`config.mk`:
```
export PLATFORM = sky130hd
export DESIGN_NAME = tmds_channel_decoder
export DESIGN_NICKNAME = d
export VERILOG_FILES = /design/src/rtl/tmds_channel_decoder.sv
export SDC_FILE = /design/constraint.sdc
export NUM_CORES = 1
export LEC_CHECK = 0
export ABC_AREA = 1
export ABC_CLOCK_PERIOD_IN_PS = 2200
export BUFFER_PORTS_ARGS = -buffer_cell sky130_fd_sc_hd__buf_2
export CORE_ASPECT_RATIO = 0.5
export CORE_MARGIN = 2
export CORE_UTILIZATION = 25
export DETAILED_ROUTE_END_ITERATION = 6
export PLACE_DENSITY = 0.42
export SKIP_LAST_GASP = 1
export SYNTH_ARGS = -nofsm -noshare
export SYNTH_HDL_FRONTEND = slang
export SYNTH_SLANG_ARGS = --single-unit
export TNS_END_PERCENT = 30
```
`constraint.sdc`:
```
create_clock -name I_clk -period 2.2 [get_ports I_clk]
set_input_delay 0.11 -clock I_clk [delete_from_list [all_inputs] [get_ports I_clk]]
set_output_delay 0.11 -clock I_clk [all_outputs]
set_load 0.02 [all_outputs]
```
`src/rtl/tmds_channel_decoder.sv`:
```
// TMDS channel receive decoder: bitslip-driven word alignment, 8b/10b data and control token decode.
// Optional 16-bit short-run error counter (O_err_cnt) when TMDS_DEC_ERRCNT_EN is defined.
module tmds_channel_decoder #(
    parameter int LOCK_RUN     = 8,
    parameter int SEARCH_WIN   = 4096,
    parameter int SLIP_WAIT    = 4,
    parameter int LOST_TIMEOUT = 4096,
    parameter int MIN_CTRL_RUN = 12
) (
    input  logic        I_clk,
    input  logic        I_rst,
    input  logic [9:0]  I_symbol,
    output logic        O_bitslip,
    output logic        O_locked,
    output logic        O_de,
    output logic [7:0]  O_data,
    output logic [1:0]  O_ctrl,
    output logic        O_err
`ifdef TMDS_DEC_ERRCNT_EN
    ,
    output logic [15:0] O_err_cnt
`endif
);
    // state  | meaning
    // SEARCH | hunting for LOCK_RUN identical consecutive control tokens
    // SLIP   | one-cycle bitslip pulse to the deserializer
    // WAIT   | deserializer settle time, input ignored
    // LOCKED | aligned; decoding data and control tokens
    localparam logic [1:0] S_SEARCH = 2'd0;
    localparam logic [1:0] S_SLIP   = 2'd1;
    localparam logic [1:0] S_WAIT   = 2'd2;
    localparam logic [1:0] S_LOCKED = 2'd3;

    localparam int RUN_W  = $clog2(LOCK_RUN + 1);
    localparam int WIN_W  = $clog2(SEARCH_WIN + 1);
    localparam int WAIT_W = $clog2(SLIP_WAIT + 1);
    localparam int TO_W   = $clog2(LOST_TIMEOUT + 1);
    localparam int CRUN_W = $clog2(MIN_CTRL_RUN + 1);

    logic [9:0]        sym_q;
    logic [1:0]        state_q, state_d;
    logic [RUN_W-1:0]  run_q, run_d;
    logic [WIN_W-1:0]  win_q, win_d;
    logic [WAIT_W-1:0] wait_q, wait_d;
    logic [TO_W-1:0]   to_q, to_d;
    logic [CRUN_W-1:0] crun_q, crun_d;
    logic [1:0]        last_q, last_d;
    logic              first_q, first_d;
    logic              de_q, de_d;
    logic [7:0]        data_q, data_d;
    logic [1:0]        ctrl_q, ctrl_d;
    logic              err_q, err_d;
    logic              is_ctrl;
    logic [1:0]        ctrl_val;
    logic [7:0]        d_raw, dec;

    always_comb begin
        is_ctrl  = 1'b1;
        ctrl_val = 2'b00;
        case (sym_q)
            10'h354: ctrl_val = 2'b00;
            10'h0AB: ctrl_val = 2'b01;
            10'h154: ctrl_val = 2'b10;
            10'h2AB: ctrl_val = 2'b11;
            default: is_ctrl = 1'b0;
        endcase
    end

    always_comb begin
        d_raw  = sym_q[9] ? ~sym_q[7:0] : sym_q[7:0];
        dec    = '0;
        dec[0] = d_raw[0];
        for (int i = 1; i < 8; i++) begin
            dec[i] = sym_q[8] ? (d_raw[i] ^ d_raw[i-1]) : ~(d_raw[i] ^ d_raw[i-1]);
        end
    end

    always_comb begin
        state_d = state_q;
        run_d   = '0;
        win_d   = '0;
        wait_d  = '0;
        to_d    = '0;
        last_d  = last_q;
        case (state_q)
            S_SEARCH: begin
                win_d = win_q + WIN_W'(1);
                if (is_ctrl) begin
                    last_d = ctrl_val;
                    run_d  = (run_q != '0 && ctrl_val == last_q) ? run_q + RUN_W'(1) : RUN_W'(1);
                end
                // a completed run takes priority over an expiring window
                if (run_d == RUN_W'(LOCK_RUN)) begin
                    state_d = S_LOCKED;
                end else if (win_q == WIN_W'(SEARCH_WIN - 1)) begin
                    state_d = S_SLIP;
                end
            end
            S_SLIP: state_d = S_WAIT;
            S_WAIT: begin
                wait_d = wait_q + WAIT_W'(1);
                if (wait_q == WAIT_W'(SLIP_WAIT - 1)) begin
                    state_d = S_SEARCH;
                end
            end
            S_LOCKED: begin
                if (!is_ctrl) begin
                    to_d = to_q + TO_W'(1);
                    if (to_q == TO_W'(LOST_TIMEOUT - 1)) begin
                        state_d = S_SEARCH;
                    end
                end
            end
            default: state_d = S_SEARCH;
        endcase
    end

    // the run that produced lock is never judged short
    always_comb begin
        crun_d  = '0;
        first_d = 1'b1;
        err_d   = 1'b0;
        if (state_q == S_LOCKED) begin
            first_d = first_q;
            if (is_ctrl) begin
                crun_d = (crun_q == CRUN_W'(MIN_CTRL_RUN)) ? crun_q : crun_q + CRUN_W'(1);
            end else begin
                first_d = 1'b0;
                err_d   = (state_d == S_LOCKED) && !first_q && (crun_q != '0)
                          && (crun_q < CRUN_W'(MIN_CTRL_RUN));
            end
        end
    end

    always_comb begin
        de_d   = 1'b0;
        data_d = '0;
        ctrl_d = '0;
        if (state_d == S_LOCKED) begin
            ctrl_d = ctrl_q;
            if (is_ctrl) begin
                ctrl_d = ctrl_val;
            end else begin
                de_d   = 1'b1;
                data_d = dec;
            end
        end
    end

    always_ff @(posedge I_clk) begin
        if (I_rst) begin
            sym_q   <= '0;
            state_q <= S_SEARCH;
            run_q   <= '0;
            win_q   <= '0;
            wait_q  <= '0;
            to_q    <= '0;
            crun_q  <= '0;
            last_q  <= '0;
            first_q <= 1'b1;
            de_q    <= 1'b0;
            data_q  <= '0;
            ctrl_q  <= '0;
            err_q   <= 1'b0;
        end else begin
            sym_q   <= I_symbol;
            state_q <= state_d;
            run_q   <= run_d;
            win_q   <= win_d;
            wait_q  <= wait_d;
            to_q    <= to_d;
            crun_q  <= crun_d;
            last_q  <= last_d;
            first_q <= first_d;
            de_q    <= de_d;
            data_q  <= data_d;
            ctrl_q  <= ctrl_d;
            err_q   <= err_d;
        end
    end

`ifdef TMDS_DEC_ERRCNT_EN
    logic [15:0] ecnt_q;

    always_ff @(posedge I_clk) begin
        if (I_rst) begin
            ecnt_q <= '0;
        end else if (state_d == S_SEARCH && state_q != S_SEARCH) begin
            ecnt_q <= '0;
        end else if (err_d && ecnt_q != 16'hFFFF) begin
            ecnt_q <= ecnt_q + 16'd1;
        end
    end

    assign O_err_cnt = ecnt_q;
`endif

    assign O_bitslip = (state_q == S_SLIP);
    assign O_locked  = (state_q == S_LOCKED);
    assign O_de      = de_q;
    assign O_data    = data_q;
    assign O_ctrl    = ctrl_q;
    assign O_err     = err_q;

endmodule

```
==> flow_metrics.py <==
metrics = {
    "route": {
        "wire_per_inst_um": 9.78,
        "wirelength_um": 5430,
        "drc": 0,
        "drt_pass1_iterations": 4,
        "drtAntennaViolNets": 0,
        "drt_iter0_drc": 57,
        "viasPerCell": 4.01,
        "route.vias.total": 2228,
    },
    "placement": {
        "port-buffer-count": 25,
        "hpwl_um": 3920,
        "place_congestion": 0.712,
        "dp_cells": 530,
    },
    "sta": {
        "finClkSkew_ns": 0.00668,
        "drv_slew": 0,
        "max_freq_mhz": 509,
        "finalCritPeriodShare_pct": 89.4,
        "worstMarginPinSlew_ns": 0.373,
        "finalSetupViolCount": 0,
        "slew_headroom_pct": 75.2,
        "rsz0062_at_grt": "false",
        "setup_tns_ns": 0,
        "hold_viol": 0,
        "min_period_ns": 1.97,
    },
    "die": {
        "boundaryPins": 26,
        "core.rowCount": 27,
        "coreArea_mm2": 0.0110,
        "die_h_um": 79.6,
        "dieWidth_um": 155,
        "dieArea_mm2": 0.0123,
        "initial_core_util_pct": 25.9,
    },
    "hold_path": {
        "min_from": "I_rst",
        "min_to": "state_q[1]",
        "hp-class": "in2reg",
        "holdPathStages": 2,
    },
    "synthesis": {
        "synth_cell_type_count": 32,
        "yosysTopAreaCellShare_pct": 44.9,
        "synth_top_flop_cell": "dfxtp_1",
        "ys_seq_area_share_pct": 44.9,
        "synthCells": 359,
        "synth_area_per_cell_um2": 7.96,
        "synth-async-reset-ratio_pct": 0,
        "netlist_area_mm2": 0.00286,
        "synth_area_leaders": "dfxtp_1 (45%), inv_1 (7.9%), nor2_1 (7.1%)",
        "synth_edf_count": 0,
        "synth_seq_cells": 64,
        "syn-num-nets": 381,
        "synth_top_cell_by_area": "dfxtp_1",
        "yosysWarnings": 0,
    },
    "worst_setup_path": {
        "end_kind": "register",
        "reg2reg_slack_ns": 0.23,
        "required_ns": 2.47,
        "worstPathMaxFanout": 9,
        "cp.arrival_ns": 2.24,
        "rr_startpoint": "sym_q[0]",
        "reg2reg_depth": 13,
        "r2r-end": "O_data[7]",
        "cp-start-kind": "register",
        "crit_type": "reg2reg",
    },
    "grt": {
        "grt_pass1_vias": 2063,
        "grt_max_degree": 18,
        "grt_first_pass_wirelength_um": 9110,
        "gr-total-overflow": 0,
        "grt_usage_pct": 9.71,
        "antenna_found_initial": 0,
    },
    "run": {
        "maxCapViolCount": 0,
    },
    "cts": {
        "clock_latency_ns": 0.33,
        "htreeDepth": 3,
        "clockBufferDepth": 2,
        "ctsRootBufferMaster": "clkbuf_16",
        "clkTransAtPathRegs_ns": 0.05,
        "cts.sinks": 64,
        "tritoncts": "built",
        "cts_buffers": 9,
        "post_cts_buffers": 0,
    },
    "pwr": {
        "p_total_mw": 2.60,
        "power_density_mw_per_mm2": 730,
        "leakage_nw": 1.49,
        "irDropWorstVdd_mv": 0.310,
    },
    "layout": {
        "layout.cells.non_filler": 555,
        "layout_common_cells": "dfxtp_1 (64), inv_1 (60), nor2_1 (54), nand2_1 (33), buf_2 (25)",
        "fin_util_pct": 32.2,
        "final_common_cell": "dfxtp_1",
        "diodes": 0,
        "drive_above_1_share_pct": 21.0,
        "fillers": 1166,
        "area_growth_pct": 24.6,
        "nets": 428,
    },
    "run_status": {
        "outcome": "completed",
    },
}
layout make-up:
| class | instances | area [µm²] | share of cell area, % |
|---|---|---|---|
| inverters | 68 | 258 | 7.24 |
| repair buffers | 40 | 263 | 7.38 |
| well taps | 145 | 181 | 5.10 |
| flip-flops and latches | 64 | 1280 | 36.0 |
| clock inverters | 3 | 17.5 | 0.492 |
| multi-input cells | 223 | 1300 | 36.6 |
| clock buffers | 12 | 256 | 7.21 |
synthesized netlist by cell type, types with 6 or more instances:
library cell,n
nor3_1,8
xor2_1,15
nor2_1,54
o21ai_0,14
nand4_1,6
nand3_1,14
a21oi_1,22
inv_1,60
nand2_2,6
dfxtp_1,64
inv_2,6
ha_1,10
nand2_1,33
nor2_2,15
power by group:
part / internal, mW / switching, mW
registers: 1.18 / 0.0135
logic: 0.0480 / 0.0578
clock network: 0.812 / 0.491
total: 2.04 / 0.563
flip-flops by register name (all words and copies together) (netlist names):
register,flops
to_q,13
last_q,2
O_de,1
win_q,13
O_ctrl,2
O_err,1
first_q,1
O_data,8
run_q,4
crun_q,4
wait_q,3
state_q,2
sym_q,10
worst max path at each step:
stage                  start        end  slack [ns]
finish              sym_q[0]  O_data[7]        0.23
global placement    sym_q[0]  O_data[7]        0.21
floorplan            to_q[0]  O_data[0]        0.43
global route         to_q[0]  O_data[0]        0.01
detailed placement  win_q[0]  O_data[7]        0.20
CTS                 win_q[0]  O_data[7]        0.18
cells by family (layout without fill, tap and decap cells):
group / count (synthesis) / in the layout / share of synthesized area [%]
AND/OR/NAND/NOR: 151 / 151 / 27.0
buffers and inverters: 72 / 123 / 9.68
flip-flops: 64 / 64 / 44.9
AO/OA/AOI/OAI: 43 / 43 / 8.28
XOR/XNOR: 19 / 19 / 5.83
adder cells (fa/ha/maj): 10 / 10 / 4.38
metrics by stage:
| stage | instance area [µm²] | setup WS, ns | hold slack [ns] |
|---|---|---|---|
| CTS | 3560 | 0.182 | 0.168 |
| detailed placement | 3180 | 0.199 | 0.317 |
| global route | 3560 | 0.00999 | 0.186 |
| global placement | 3180 | 0.212 | 0.314 |
| finish | 3560 | 0.234 | 0.165 |
| floorplan | 2860 | 0.434 | 0.217 |
metal layers:
layer,vias up,track usage (%),part of all wire [%]
met2,30,15.1,43
met5,-,0,0
met3,10,4.61,5.0
met4,0,4.95,2.3
li1,1211,-,-
met1,977,11.3,50
critical path, cell delays in order, from the launching register on:
cell,delay [ns]
dfxtp_1,0.36
ha_1,0.16
inv_1,0.08
nor2_4,0.14
nand3_4,0.10
nand2_4,0.13
inv_4,0.07
nor2_2,0.10
nand3_2,0.11
nor2_2,0.16
nand2_2,0.07
o21ai_2,0.09
nand3_4,0.20
nor2_2,0.12
repair_timing:
action,in CTS,in global routing
endpoints found under the hold margin,10,0
gates resized for setup,0,1
hold buffers,10,0
setup endpoints to repair,0,2
Note: power is estimated with default switching activity, not from simulation.
